===== src/rtl/conv55_pkg.sv =====
// Shared constants for the 5x5 window path and the flat-bus slot mapping.
// Slot (r,c) sits at bit DATA_W*(5r+c); r=0 is the oldest row and c=0 is the oldest column.
package conv55_pkg;

    localparam int DATA_W     = 6;
    localparam int KERNEL_DIM = 5;
    localparam int WIN_PIX    = KERNEL_DIM * KERNEL_DIM;

    function automatic int slot_ofs(input int r, input int c);
        return DATA_W * (KERNEL_DIM * r + c);
    endfunction

endpackage


===== src/rtl/conv55_window_gen_if.sv =====
// Pixel-stream input and flat window output for the 5x5 window generator.
// The master drives pixels and sees windows; the slave is the generator itself.
interface conv55_window_gen_if;

    logic                                             in_valid;
    logic                                             in_sof;
    logic [conv55_pkg::DATA_W-1:0]                    in_pixel;
    logic [conv55_pkg::WIN_PIX*conv55_pkg::DATA_W-1:0] win_data;
    logic                                             win_valid;
    logic                                             frame_done;

    modport master (
        output in_valid, in_sof, in_pixel,
        input  win_data, win_valid, frame_done
    );

    modport slave (
        input  in_valid, in_sof, in_pixel,
        output win_data, win_valid, frame_done
    );

endinterface


===== src/rtl/conv55_line_buf.sv =====
// One image row of delay: dout is the din accepted DEPTH enables earlier. The buffer is a circular RAM.
// Reading is combinational from the current pointer. There is no backpressure; it advances on every enable.
module conv55_line_buf #(
    parameter int DATA_W = 6,
    parameter int DEPTH  = 32
) (
    input  logic              clk,
    input  logic              rst,
    input  logic              en,
    input  logic [DATA_W-1:0] din,
    output logic [DATA_W-1:0] dout
);

    localparam int AW = (DEPTH > 1) ? $clog2(DEPTH) : 1;
    localparam logic [AW-1:0] PTR_LAST = AW'(DEPTH - 1);

    logic [DATA_W-1:0] mem [DEPTH];
    logic [AW-1:0]     ptr;

    // Read-before-write at the same slot yields exactly DEPTH enables of delay.
    assign dout = mem[ptr];

    always_ff @(posedge clk) begin
        if (en) begin
            mem[ptr] <= din;
        end
    end

    always_ff @(posedge clk or posedge rst) begin
        if (rst) begin
            ptr <= '0;
        end else if (en) begin
            ptr <= (ptr == PTR_LAST) ? '0 : ptr + 1'b1;
        end
    end

endmodule


===== src/rtl/conv55_window_gen.sv =====
// Builds 5x5 windows from a raster stream and flags only fully-populated ones; a window appears 1 cycle after acceptance.
// There is no backpressure: the downstream convolution consumes every cycle.
module conv55_window_gen
    import conv55_pkg::*;
#(
    parameter int IMG_W = 32,
    parameter int IMG_H = 32
) (
    input  logic               clk,
    input  logic               rst,
    conv55_window_gen_if.slave io
);

    localparam int CW = $clog2(IMG_W);
    localparam int RW = $clog2(IMG_H);
    localparam logic [CW-1:0] COL_LAST = CW'(IMG_W - 1);
    localparam logic [RW-1:0] ROW_LAST = RW'(IMG_H - 1);
    localparam logic [CW-1:0] COL_MIN  = CW'(KERNEL_DIM - 1);
    localparam logic [RW-1:0] ROW_MIN  = RW'(KERNEL_DIM - 1);

    logic [CW-1:0] col_cnt, col_pos;
    logic [RW-1:0] row_cnt, row_pos;
    logic          win_valid_q, frame_done_q;

    logic [KERNEL_DIM-1:0][DATA_W-1:0]                  tap;
    logic [KERNEL_DIM-1:0][KERNEL_DIM-1:0][DATA_W-1:0]  win;
    logic [WIN_PIX*DATA_W-1:0]                          win_data;

    // tap[j] is the pixel in the same column j rows earlier.
    assign tap[0] = io.in_pixel;

    for (genvar j = 1; j < KERNEL_DIM; j++) begin : g_lb
        conv55_line_buf #(
            .DATA_W (DATA_W),
            .DEPTH  (IMG_W)
        ) u_lb (
            .clk  (clk),
            .rst  (rst),
            .en   (io.in_valid),
            .din  (tap[j-1]),
            .dout (tap[j])
        );
    end

    // A start-of-frame makes this cycle's position (0,0) whether or not a pixel arrives.
    always_comb begin
        col_pos = io.in_sof ? '0 : col_cnt;
        row_pos = io.in_sof ? '0 : row_cnt;
    end

    always_ff @(posedge clk or posedge rst) begin
        if (rst) begin
            col_cnt      <= '0;
            row_cnt      <= '0;
            win_valid_q  <= 1'b0;
            frame_done_q <= 1'b0;
        end else begin
            win_valid_q  <= 1'b0;
            frame_done_q <= 1'b0;
            if (io.in_valid) begin
                win_valid_q  <= (row_pos >= ROW_MIN) && (col_pos >= COL_MIN);
                frame_done_q <= (row_pos == ROW_LAST) && (col_pos == COL_LAST);
                if (col_pos == COL_LAST) begin
                    col_cnt <= '0;
                    row_cnt <= (row_pos == ROW_LAST) ? '0 : row_pos + 1'b1;
                end else begin
                    col_cnt <= col_pos + 1'b1;
                    row_cnt <= row_pos;
                end
            end else if (io.in_sof) begin
                col_cnt <= '0;
                row_cnt <= '0;
            end
        end
    end

    // Row 0 is fed from the oldest line buffer and row 4 from the live pixel.
    always_ff @(posedge clk or posedge rst) begin
        if (rst) begin
            win <= '0;
        end else if (io.in_valid) begin
            for (int r = 0; r < KERNEL_DIM; r++) begin
                for (int c = 0; c < KERNEL_DIM - 1; c++) begin
                    win[r][c] <= win[r][c+1];
                end
                win[r][KERNEL_DIM-1] <= tap[KERNEL_DIM-1-r];
            end
        end
    end

    always_comb begin
        win_data = '0;
        for (int r = 0; r < KERNEL_DIM; r++) begin
            for (int c = 0; c < KERNEL_DIM; c++) begin
                win_data[slot_ofs(r, c) +: DATA_W] = win[r][c];
            end
        end
    end

    assign io.win_data   = win_data;
    assign io.win_valid  = win_valid_q;
    assign io.frame_done = frame_done_q;

endmodule


===== src/flat_wrapper.sv =====
// flat-port wrapper written by rule: the top's interface ports become plain ports
module conv55_window_gen_flat import conv55_pkg::*;
#(
    parameter int IMG_W = 32,
    parameter int IMG_H = 32
)
  (clk, rst, io_in_valid, io_in_sof, io_in_pixel, io_win_data, io_win_valid, io_frame_done);
  conv55_window_gen_if io_i ();
  input  logic clk;
  input  logic rst;
  input wire logic [$bits(io_i.in_valid)-1:0] io_in_valid;
  input wire logic [$bits(io_i.in_sof)-1:0] io_in_sof;
  input wire logic [$bits(io_i.in_pixel)-1:0] io_in_pixel;
  output wire logic [$bits(io_i.win_data)-1:0] io_win_data;
  output wire logic [$bits(io_i.win_valid)-1:0] io_win_valid;
  output wire logic [$bits(io_i.frame_done)-1:0] io_frame_done;
  assign io_i.in_valid = io_in_valid;
  assign io_i.in_sof = io_in_sof;
  assign io_i.in_pixel = io_in_pixel;
  assign io_win_data = io_i.win_data;
  assign io_win_valid = io_i.win_valid;
  assign io_frame_done = io_i.frame_done;
  conv55_window_gen #(.IMG_W(IMG_W), .IMG_H(IMG_H)) u_core (.clk(clk), .rst(rst), .io(io_i));
endmodule

===== config.mk =====
export PLATFORM = sky130hd
export DESIGN_NAME = conv55_window_gen_flat
export DESIGN_NICKNAME = d
export VERILOG_FILES = /design/src/rtl/conv55_pkg.sv /design/src/rtl/conv55_window_gen_if.sv /design/src/rtl/conv55_line_buf.sv /design/src/rtl/conv55_window_gen.sv /design/src/flat_wrapper.sv
export SDC_FILE = /design/constraint.sdc
export NUM_CORES = 1
export LEC_CHECK = 0
export BUFFER_PORTS_ARGS = -buffer_cell sky130_fd_sc_hd__buf_2
export CORE_ASPECT_RATIO = 0.9
export CORE_UTILIZATION = 30
export DETAILED_ROUTE_END_ITERATION = 8
export GPL_ROUTABILITY_DRIVEN = 1
export PLACE_DENSITY = 0.49
export RECOVER_POWER = 25
export SKIP_LAST_GASP = 1
export SYNTH_ARGS = -nofsm -noshare
export SYNTH_HDL_FRONTEND = slang
export SYNTH_HIERARCHICAL = 1
export SYNTH_SLANG_ARGS = --single-unit

===== constraint.sdc =====
create_clock -name clk -period 8.04 [get_ports clk]
set_input_delay 1.206 -clock clk [delete_from_list [all_inputs] [get_ports clk]]
set_output_delay 1.206 -clock clk [all_outputs]
set_load 0.03 [all_outputs]

==> results.sh <==
export IMPL_num_rows=123
export IMPL_crit_fanout=75
export IMPL_grt_overflow=0
export IMPL_synth_edf_count=768
export IMPL_cpMaxStageDelayCell="clkbuf_1"
export IMPL_max_cap_violations=9
export IMPL_ys_warn_count=6
export IMPL_finalMaxSlewViolations=448
export IMPL_synth_compound_area_share_pct=3.69
export IMPL_grt_max_degree=99
export IMPL_power_density_nw_per_um2=393
export IMPL_cts_setup_buffers=0
export IMPL_die_h_um=340
export IMPL_cts_tree="done"
export IMPL_cp_end_kind="flip-flop"
export IMPL_yosysTopAreaCellShare_pct=60.4
export IMPL_portBuffers=161
export IMPL_slew_headroom_pct=-197
export IMPL_path_delay_family="buffers and inverters"
export IMPL_synth_simple_area_share_pct=5.87
export IMPL_tns_ps=0
export IMPL_grt_pass1_vias=20798
export IMPL_design_die_area_um2=129000
export IMPL_antenna_found_initial=5
export IMPL_start_util_pct=30.4
export IMPL_crit_type="in -> reg"
export IMPL_fin_crit_sh_pct=72.9
export IMPL_drtIter0Drc=1688
export IMPL_hold_class="reg -> reg"
export IMPL_yosysMostFrequentCell="edfxtp_1"
export IMPL_syn_area_um2=38200
export IMPL_post_drt_via_cell_ratio=4.84
export IMPL_startpoint_type="primary input"
export IMPL_cts_buffer_depth=3
export IMPL_crit_chain="buf_8 -> clkbuf_1 -> nand2_1 -> nor3_1"
export IMPL_final_cells=4199
export IMPL_cts_max_level=3
export IMPL_gr_usage_all_layers_pct=13.5
export IMPL_drive_gt1_share_pct=19.1
export IMPL_critical_path_arrival_ps=6180
export IMPL_synthAdderAreaFrac_pct=0.787
export IMPL_synth_top_flop_cell="edfxtp_1"
export IMPL_post_synth_cell_area_avg_um2=16.8
export IMPL_wl_per_cell_um=20.9
export IMPL_path_clk_slew_ps=60
export IMPL_cts_sinks=950
export IMPL_io_pins=162
export IMPL_synth_area_top_cells="edfxtp_1, dfrtp_1, mux2i_1"
export IMPL_failed_checks="capacitance limit, slew limit"
export IMPL_synthCells=2267
export IMPL_worst_slew_pin_slew_ps=4460
export IMPL_dpl_hpwl_um=55600
export IMPL_clock_skew_ps=21.6
export IMPL_clk_latency_ps=700
export IMPL_min_period_ps=5860
export IMPL_final_antenna_net_count=0
export IMPL_leakage_nw=15.3
export IMPL_dr_pass1_iters=6
export IMPL_critPathBufInv=2
export IMPL_cts_buffers=99
export IMPL_ys_seq_area_share_pct=72.4
export IMPL_fp_dieW_um=378
export IMPL_synthXorXnorAreaFrac_pct=0.0459
export IMPL_n_fill_cell=12028
export IMPL_core_area_um2=126000
export IMPL_area_delta_synth_final_pct=14.1
export IMPL_grt_pass1_wl_um=133000
export IMPL_fmax_mhz=171
export IMPL_synth_area_mux_share_pct=14.7
export IMPL_cp_required_ps=8360
export IMPL_setup_viol=0
export IMPL_synth_top_family_by_area="multiplexers"
export IMPL_synth_area_leader_cell="edfxtp_1"
export IMPL_postCtsResizedCells=0
export IMPL_slowest_delay_ps=2200
export IMPL_rsz0062_at_grt="no"
export IMPL_ys_ff_latch=950
export IMPL_ys_types=47
export IMPL_hold_viol=0
export IMPL_cts_root_buf="clkbuf_16"
export IMPL_synthArstFlopShare_pct=19.2
export IMPL_ys_top_cells_by_count="edfxtp_1, mux2i_1, o22ai_1"
export IMPL_status="complete, but fails checks"
export IMPL_routed_via_count=20330
export IMPL_synth_fp_nets=2301
export IMPL_gp_congestion=0.812
export IMPL_cts_hold_repair_buffers=0
export IMPL_ir_drop_mv=0.313
export IMPL_dp_cells=4014
export IMPL_drt_wl_total_um=87900
export IMPL_route_detailed_drc=0
export IMPL_fin_nets=2462
==> kinds of logic after synthesis <==
logic type	count (synthesis)
muxes	541
adders and majority gates	24
buffers and inverters	143
and+or+nand+nor	382
AOI/OAI and AO/OA	225
DFF	950
xor gates and xnor gates	2
==> sequential cells by signal, indices dropped and copies added (netlist names) <==
register              count
u_core/col_cnt            5
u_core/g_lb.u_lb/mem    768
u_core/g_lb.u_lb/ptr     20
u_core/io.frame_done      1
u_core/io.win_data      150
u_core/io.win_valid       1
u_core/row_cnt            5
==> path summary, 6_finish.rpt <==
kind	start	to	slack [ps]	depth (start not counted)
setup / recovery	io_in_valid	u_core/g_lb[3].u_lb/mem[0][1]$_DFFE_PP_	2180	4
hold / removal	u_core/io.win_data[32]$_DFFE_PP0P_	u_core/io.win_data[32]$_DFFE_PP0P_	510	1
min in group asynchronous	rst	u_core/g_lb[3].u_lb/ptr[2]$_DFFE_PP0P_	840	2
hold reg to reg	u_core/io.win_data[32]$_DFFE_PP0P_	u_core/io.win_data[32]$_DFFE_PP0P_	510	1
max in group asynchronous	rst	u_core/io.win_data[131]$_DFFE_PP0P_	3420	3
setup reg to reg	u_core/g_lb[1].u_lb/ptr[1]$_DFFE_PP0P_	u_core/io.win_data[116]$_DFFE_PP0P_	3570	6
==> layout make-up <==
cell class              count  area, µm²  share of cell area, %
diodes                      1       2.50                0.00575
clock buffers             131       2650                   6.08
clock inverters            53        544                   1.25
inverters                  16       61.3                  0.141
multi-input cells        1174       9570                   22.0
flip-flops and latches    950      27600                   63.4
well taps                1687       2110                   4.85
repair buffers            187        981                   2.25
==> report_power, final <==
group,internal [mW],switching [mW],total [mW]
clock network,2.59,1.89,4.48
logic,1.49,3.40,4.89
registers,7.00,0.736,7.74
==> layer usage <==
metal  share of wire (%)  track usage (%)
met1                  47             19.1
met2                  46             21.0
met3                 4.8             2.80
met4                 2.5             3.73
met5                   0                0
==> cells in the final DEF, fill, tap and decap left out, types with 13 or more instances in the layout <==
master	n
buf_2	142
buf_4	24
clkbuf_1	47
clkbuf_16	99
clkinv_1	14
clkinv_2	19
dfrtp_1	178
edfxtp_1	768
ha_1	24
inv_1	15
mux2_2	156
mux2i_1	385
nand2_1	60
nand3b_1	13
nand4bb_1	20
nor2_1	106
nor3_1	38
nor4_1	48
o21ai_0	13
o22ai_1	192
or4b_1	17
==> through the flow <==
step	worst slack [ps]	area (µm²)	hold slack (ps)	power, mW	util (%)
after floorplan	2460	38200	535	10.8	-
after global placement	3560	40400	487	12.7	32.2
after detailed placement	3530	40400	493	12.8	32.2
after CTS	3480	43600	505	17.3	34.7
after global routing	1860	43600	515	17.9	34.7
final	2180	43600	505	17.1	34.7
Note: power is estimated with default switching activity, not from simulation.
